--- src/rtl/mod_updown_counter_pkg.sv ---
// Shared constants, control payload type and parameter legality check for the
// modulo up/down counter.
package mod_updown_counter_pkg;

    localparam logic DIR_DOWN  = 1'b0;
    localparam logic DIR_UP    = 1'b1;
    localparam bit   MODE_WRAP = 1'b0;
    localparam bit   MODE_SAT  = 1'b1;

    localparam int unsigned WIDTH_MIN  = 2;
    localparam int unsigned WIDTH_MAX  = 32;
    localparam int unsigned MODULO_MIN = 2;

    // Per-edge control inputs, gathered so the priority mux reads as one payload.
    typedef struct packed {
        logic clear;
        logic load;
        logic enable;
        logic up_dn;
    } ctrl_t;

    function automatic bit params_legal(
        input int unsigned     width,
        input longint unsigned modulo,
        input longint unsigned reset_val
    );
        return (width >= WIDTH_MIN) && (width <= WIDTH_MAX) &&
               (modulo >= 64'(MODULO_MIN)) && (modulo <= (64'd1 << width)) &&
               (reset_val < modulo);
    endfunction

endpackage

--- src/rtl/mod_updown_counter_addsub.sv ---
// Combinational +/-1 unit: wrapped next value and range-end detect for the
// current direction.
module mod_updown_counter_addsub
    import mod_updown_counter_pkg::*;
#(
    parameter int unsigned     WIDTH  = 4,
    parameter longint unsigned MODULO = 16
) (
    input  logic [WIDTH-1:0] count,
    input  logic             up_dn,
    output logic [WIDTH-1:0] next_c,
    output logic             at_limit_c
);

    localparam logic [WIDTH-1:0] MAX_VAL  = WIDTH'(MODULO - 64'd1);
    localparam logic [WIDTH-1:0] ZERO_VAL = '0;

    logic is_max_c;
    logic is_zero_c;

    assign is_max_c  = (count == MAX_VAL);
    assign is_zero_c = (count == ZERO_VAL);

    always_comb begin
        at_limit_c = ((up_dn == DIR_UP) && is_max_c) ||
                     ((up_dn == DIR_DOWN) && is_zero_c);
        next_c     = count;
        // Wrapping at the range ends keeps every produced value below MODULO.
        if (up_dn == DIR_UP) begin
            next_c = is_max_c ? ZERO_VAL : count + WIDTH'(1);
        end else begin
            next_c = is_zero_c ? MAX_VAL : count - WIDTH'(1);
        end
    end

endmodule

--- src/rtl/mod_updown_counter.sv ---
// WIDTH-bit modulo-N up/down counter with clear, clamped load, wrap/saturate
// mode, terminal-count decode and a registered wrap pulse.
module mod_updown_counter
    import mod_updown_counter_pkg::*;
#(
    parameter int unsigned     WIDTH     = 4,
    parameter longint unsigned MODULO    = 16,
    parameter bit              SATURATE  = 1'b0,
    parameter longint unsigned RESET_VAL = 0
) (
    input  logic             clk,
    input  logic             reset,
    input  logic             enable,
    input  logic             clear,
    input  logic             load,
    input  logic [WIDTH-1:0] load_val,
    input  logic             up_dn,
    output logic [WIDTH-1:0] count,
    output logic             tc,
    output logic             wrap
);

    localparam logic [WIDTH:0]   MOD_EXT = (WIDTH + 1)'(MODULO);
    localparam logic [WIDTH-1:0] MAX_VAL = WIDTH'(MODULO - 64'd1);
    localparam logic [WIDTH-1:0] RST_VAL = WIDTH'(RESET_VAL);

    if (!params_legal(WIDTH, MODULO, RESET_VAL)) begin : g_bad_params
        $error("mod_updown_counter: illegal WIDTH/MODULO/RESET_VAL combination");
    end

    ctrl_t            ctrl_c;
    logic [WIDTH-1:0] count_d, count_q;
    logic             wrap_d, wrap_q;
    logic [WIDTH-1:0] next_c;
    logic             at_limit_c;
    logic             load_in_range_c;

    assign ctrl_c = '{clear: clear, load: load, enable: enable, up_dn: up_dn};

    mod_updown_counter_addsub #(
        .WIDTH  (WIDTH),
        .MODULO (MODULO)
    ) u_addsub (
        .count      (count_q),
        .up_dn      (ctrl_c.up_dn),
        .next_c     (next_c),
        .at_limit_c (at_limit_c)
    );

    // Compare at WIDTH+1 bits so MODULO = 2^WIDTH never truncates to zero.
    assign load_in_range_c = ({1'b0, load_val} < MOD_EXT);

    // Priority: clear > load > enable > hold.
    always_comb begin
        count_d = count_q;
        wrap_d  = 1'b0;
        if (ctrl_c.clear) begin
            count_d = RST_VAL;
        end else if (ctrl_c.load) begin
            count_d = load_in_range_c ? load_val : MAX_VAL;
        end else if (ctrl_c.enable) begin
            if (!(at_limit_c && (SATURATE != MODE_WRAP))) begin
                count_d = next_c;
                wrap_d  = at_limit_c;
            end
        end
    end

    always_ff @(posedge clk or negedge reset) begin
        if (!reset) begin
            count_q <= RST_VAL;
            wrap_q  <= 1'b0;
        end else begin
            count_q <= count_d;
            wrap_q  <= wrap_d;
        end
    end

    assign count = count_q;
    assign wrap  = wrap_q;
    assign tc    = at_limit_c;

endmodule

--- config.mk ---
export PLATFORM = sky130hd
export DESIGN_NAME = mod_updown_counter
export DESIGN_NICKNAME = d
export VERILOG_FILES = /design/src/rtl/mod_updown_counter_pkg.sv /design/src/rtl/mod_updown_counter_addsub.sv /design/src/rtl/mod_updown_counter.sv
export SDC_FILE = /design/constraint.sdc
export NUM_CORES = 1
export LEC_CHECK = 0
export BUFFER_PORTS_ARGS = -buffer_cell sky130_fd_sc_hd__clkbuf_2
export CORE_AREA = 10 10 47 49
export DETAILED_ROUTE_END_ITERATION = 6
export DIE_AREA = 0 0 57 59
export GPL_TIMING_DRIVEN = 0
export PLACE_DENSITY_LB_ADDON = 0.15
export SLEW_MARGIN = 20
export SYNTH_ARGS = -nofsm -noshare
export SYNTH_HDL_FRONTEND = slang
export SYNTH_SLANG_ARGS = --single-unit
--- constraint.sdc ---
create_clock -name clk -period 2.3 [get_ports clk]
set_clock_uncertainty 0.1 [all_clocks]
set_input_delay 0.69 -clock clk [delete_from_list [all_inputs] [get_ports clk]]
set_output_delay 0.69 -clock clk [all_outputs]
set_load 0.03 [all_outputs]
* After elaboration in Yosys (flattened, before gate mapping)
Cells that the tools add are included.
** Word-level totals
- Memories kept :: 0
- Memory bits (writable) :: 0
- Bits of input ports :: 10
- Flip-flop bits (word level) :: 5
- Bits in read-only memories :: 0
- Bits in latches :: 0
- Word-level logic and storage cells :: 20
** Operators by class
- $add $sub $neg :: 2
- Mux-type cells :: 9
- Eq/ne operators :: 1
- Multipliers :: 0
- Reductions and logical operators :: 5
- Shift operators :: 0
- Bitwise gates (word level) :: 1
- Magnitude comparators :: 0
- Div/mod/pow operators :: 0
** Operators with widths (count)
- two-way mux 4 bit :: 6
- adder 4 x 1 -> 4 bit, second input constant :: 1
- equality test 4 bit, second input constant :: 1
- zero test 4 bit :: 1
- subtractor 4 x 1 -> 4 bit, second input constant :: 1
- two-way mux 1 bit :: 3
- nonzero test 3 bit :: 1
- logical AND 1 bit :: 2
- logical OR 1 bit :: 1
- NOT 1 bit :: 1

* Longest topological paths before layout
- Word-level depth :: 6
- Depth in mapped cells :: 6
- Gate-level depth less buffers :: 6

* Cells and area by module
Synthesis repeated with hierarchy kept, for this count alone.
** Second synthesis, totals
- Cell total of the unflattened synthesis :: 44
- Area, all modules :: 396.6 um^2
** By module, submodules not included
- mod_updown_counter :: cells each 21, seq. area each 125.1 um^2, times used 1, area each 244.0 um^2
- mod_updown_counter_addsub :: cells each 23, seq. area each 0.0 um^2, times used 1, area each 152.6 um^2

* Least setup slack after synthesis
OpenSTA, ideal clock, no wires.
- Path type :: input to output
- Start :: input port up_dn
- End :: output port tc
- Setup slack :: -0.013 ns
- Arrival :: 1.523 ns
- Cell stages on the path :: 3
- Data required time :: 1.510 ns
- Cells stage by stage :: buf_6 or4b_4 nand2_1
** On the way
- Longest elaborated chain between the ends :: 3
- Elaborated cells on any way between the ends :: 4
- Those cells by class :: bitwise: 1; reduce/logical: 3
** Ends and longest elaborated chain
- start, declared :: line mod_updown_counter.sv:17 : input logic up_dn,
- NOT 1 bit :: line mod_updown_counter_addsub.sv:26 : ((up_dn == DIR_DOWN) && is_zero_c);
- logical AND 1 bit :: line mod_updown_counter_addsub.sv:26
- logical OR 1 bit * :: line mod_updown_counter_addsub.sv:25 : at_limit_c = ((up_dn == DIR_UP) && is_max_c) ||
- end, declared :: line mod_updown_counter.sv:19 : output logic tc,
Mark *: on every way between the ends. The rest lies on a longest branch, timed or not.

* Final worst setup path
- Start :: register count_q[1], in the netlist count[1]
- End :: output port tc
** On the way
- Longest elaborated chain between the ends :: 3
- Elaborated cells on any way between the ends :: 5
- Those cells by class :: eq/ne: 1; reduce/logical: 4
** Ends and longest elaborated chain
- start, declared :: line mod_updown_counter.sv:32 : logic [WIDTH-1:0] count_d, count_q;
- start signal, assigned :: line mod_updown_counter.sv:74 : count_q <= count_d;
- equality test 4 bit or zero test 4 bit (tied branches) :: line mod_updown_counter_addsub.sv:21, mod_updown_counter_addsub.sv:22
- logical AND 1 bit, on equally long branches :: line mod_updown_counter_addsub.sv:25, mod_updown_counter_addsub.sv:26
- logical OR 1 bit * :: line mod_updown_counter_addsub.sv:25
Marked as above.

==> metrics.cfg <==
[detailed_routing]
met1_length_um=476
post_drt_wl_per_cell_um=13.4
vias=402
drtIter0Drc=7
route.met2.wl_um=493
drc=0
drt_wl_total_mm=1.07
drt-pass1-iter-count=4
postRouteAntennaNets=0
viasPerCell=5.03
highest-signal-layer=met4
wl_met3_um=65

[cts]
numCtsBuffers=3
clockBufferDepth=2
cts_root_buf=clkbuf_4
cts_tree=done
clock_latency_ps=250
cts.clk_slew.worst_paths_ps=50
cts.sinks=5
ctsHoldBuffers=0
cts_max_level=1

[synthesis]
synth.ff_latch_count=5
synth_cell_types=24
synth_area_um2=388
yosys-mux-area-fraction=0.0548
yosys.area_share.simple=0.210
synth-adder-area-share=0.0645
synth_nets=57
yosysWarnings=0
synth_area_leaders=dfrtp_1 32%, xnor2_1 6.8%, ha_1 6.5%
synth-compound-area-share=0.187
synth_sequential_area_ratio=0.323
synth.avg_cell_area_um2=8.62
synth_top_family_by_area=simple AND/OR/NAND/NOR gates
synthXorXnorAreaFrac=0.0677
synthCells=45
yosys.area.top_type=dfrtp_1
synth_top_area_share=0.323

[critical_path]
r2r_cells=6
ff2ff_setup_slack_ps=600
crit_path_start_kind=flip-flop
critPathCaptureType=primary output
worstReg2RegStart=count[1]
cp_data_arrival_time_ps=1550
worstPathRequired_ps=1510
path_class=reg2out
worstPathMaxFanout=2
rr_endpoint=count[0]

[timing]
rsz0062_at_grt=yes
hold_viol_final=0
setup_viol=1
post-route-min-period_ps=2340
min_period_over_period=1.02
tightest_slew_ps=283
maxSlewViolCount=0
setup_ws_ps=-38.8
max_freq_ghz=0.428
slew_headroom=0.811

[cells_and_area]
diodes=0
final_nets=77
nFillCells=163
layout-drive-gt1-share=0.469
final_cells=80
area_growth_pct=41.9

[floorplanning]
rows=14
start_util=0.277
die_w_um=57
ioPinCount=16
coreArea_um2=1400
die-area_um2=3360
die_h_um=59

[place]
post-dp-hpwl_um=800
dp_slack_ps=-77.4
gp_congestion=0.684
placed_cells=73
io_buffer_count=12

[grt]
grt_pass1_vias=383
antenna_found_initial=0
grt_max_degree=10
grt_pass1_wl_mm=1.70
grt_util_all_layers=0.0669
overflow=0

[power]
power.density_nw_per_um2=561
total_leakage_power_nw=0.267
vdd_ir_drop_max_mv=0.234

[status]
violations=setup timing
outcome=finished, violations left

[hold_path]
hp-class=in2async

[flow_run]
timing.max_cap.violations=0

[layout by cell type (no fill, tap or decap), drive strengths merged, types with 2 or more instances in the layout]
master / instances
clkbuf: 14
buf: 7
dfrtp: 5
nor2: 4
a21oi: 4
inv: 4
xnor2: 3
nand2: 3
o21ai: 2
nand3: 2
ha: 2
[routing by layer]
metal	up-vias	GRT usage
met2	18	0.0946
met1	183	0.0734
met3	4	0.0236
met4	0	0.0705
li1	197	-
met5	-	0
[logic make-up (layout without fill, tap and decap cells)]
family | Yosys count | after routing
DFF | 5 | 5
AOI/OAI and AO/OA | 11 | 11
xor gates and xnor gates | 3 | 3
and+or+nand+nor | 15 | 15
buffers and inverters | 7 | 26
adders and majority gates | 2 | 2
muxes | 2 | 2
[power breakdown]
| group | internal, mW | switching, mW | leakage (nW) |
|---|---|---|---|
| registers | 0.0943 | 0.00888 | 0.0633 |
| clock network | 0.0633 | 0.0430 | 0.0177 |
| logic | 0.0467 | 0.0529 | 0.186 |
| total | 0.204 | 0.105 | 0.267 |
[synthesized netlist by cell type]
master,instances
dfrtp_1,5
a21oi_1,4
inv_1,4
nor2_1,4
nand2_1,3
xnor2_1,3
buf_2,2
ha_1,2
nand3_1,2
o21ai_0,2
a311oi_1,1
a32oi_1,1
a41o_2,1
and3_1,1
buf_6,1
mux2_1,1
mux2i_1,1
nand4_1,1
nor2b_1,1
nor3_1,1
o21a_1,1
o22ai_1,1
or4_1,1
or4b_4,1
[timing repair]
action / 4_1_cts / 5_1_grt
pin swaps: 2 / 0
setup buffers: 3 / 0
setup endpoints to repair: 1 / 1
resized for setup: 8 / 2
[how the worst max path moves through the flow]
stage | from | to | slack (ps)
detailed placement | up_dn | tc | -80
floorplan | up_dn | tc | 60
global placement | up_dn | tc | -80
finish | count[1] | tc | -40
CTS | count[1] | tc | -60
global route | count[0] | tc | -90
[critical path: stages (launching register included)]
cell,delay (ps)
dfrtp_2,410
inv_2,70
ha_4,120
or4b_4,480
nand2_4,90
buf_8,120
[cell type report]
class / instances / area, um2 / area share
tap: 16 / 20.0 / 0.0364
buffer: 3 / 21.3 / 0.0386
clock buffer: 3 / 22.5 / 0.0409
sequential: 5 / 128 / 0.232
clock inverter: 1 / 5.00 / 0.00909
multi-input combinational: 33 / 246 / 0.448
inverter: 4 / 15.0 / 0.0273
timing repair buffer: 15 / 92.6 / 0.168
[registers in the layout, indices dropped and copies added (netlist names)]
signal,count
wrap,1
count,4
[metrics by stage]
stage                     hold slack, ps  TNS, ps  total power, mW   util  area [um2]
final                                149    -38.8            0.309  0.393         551
after floorplan                      294        0            0.163      -         390
after global routing                 147    -94.6            0.331  0.393         551
after global placement               411    -77.4            0.188  0.336         470
after detailed placement             420    -77.4            0.188  0.336         470
after CTS                            148    -61.3            0.310  0.388         544
(Power assumes the default switching activity.)
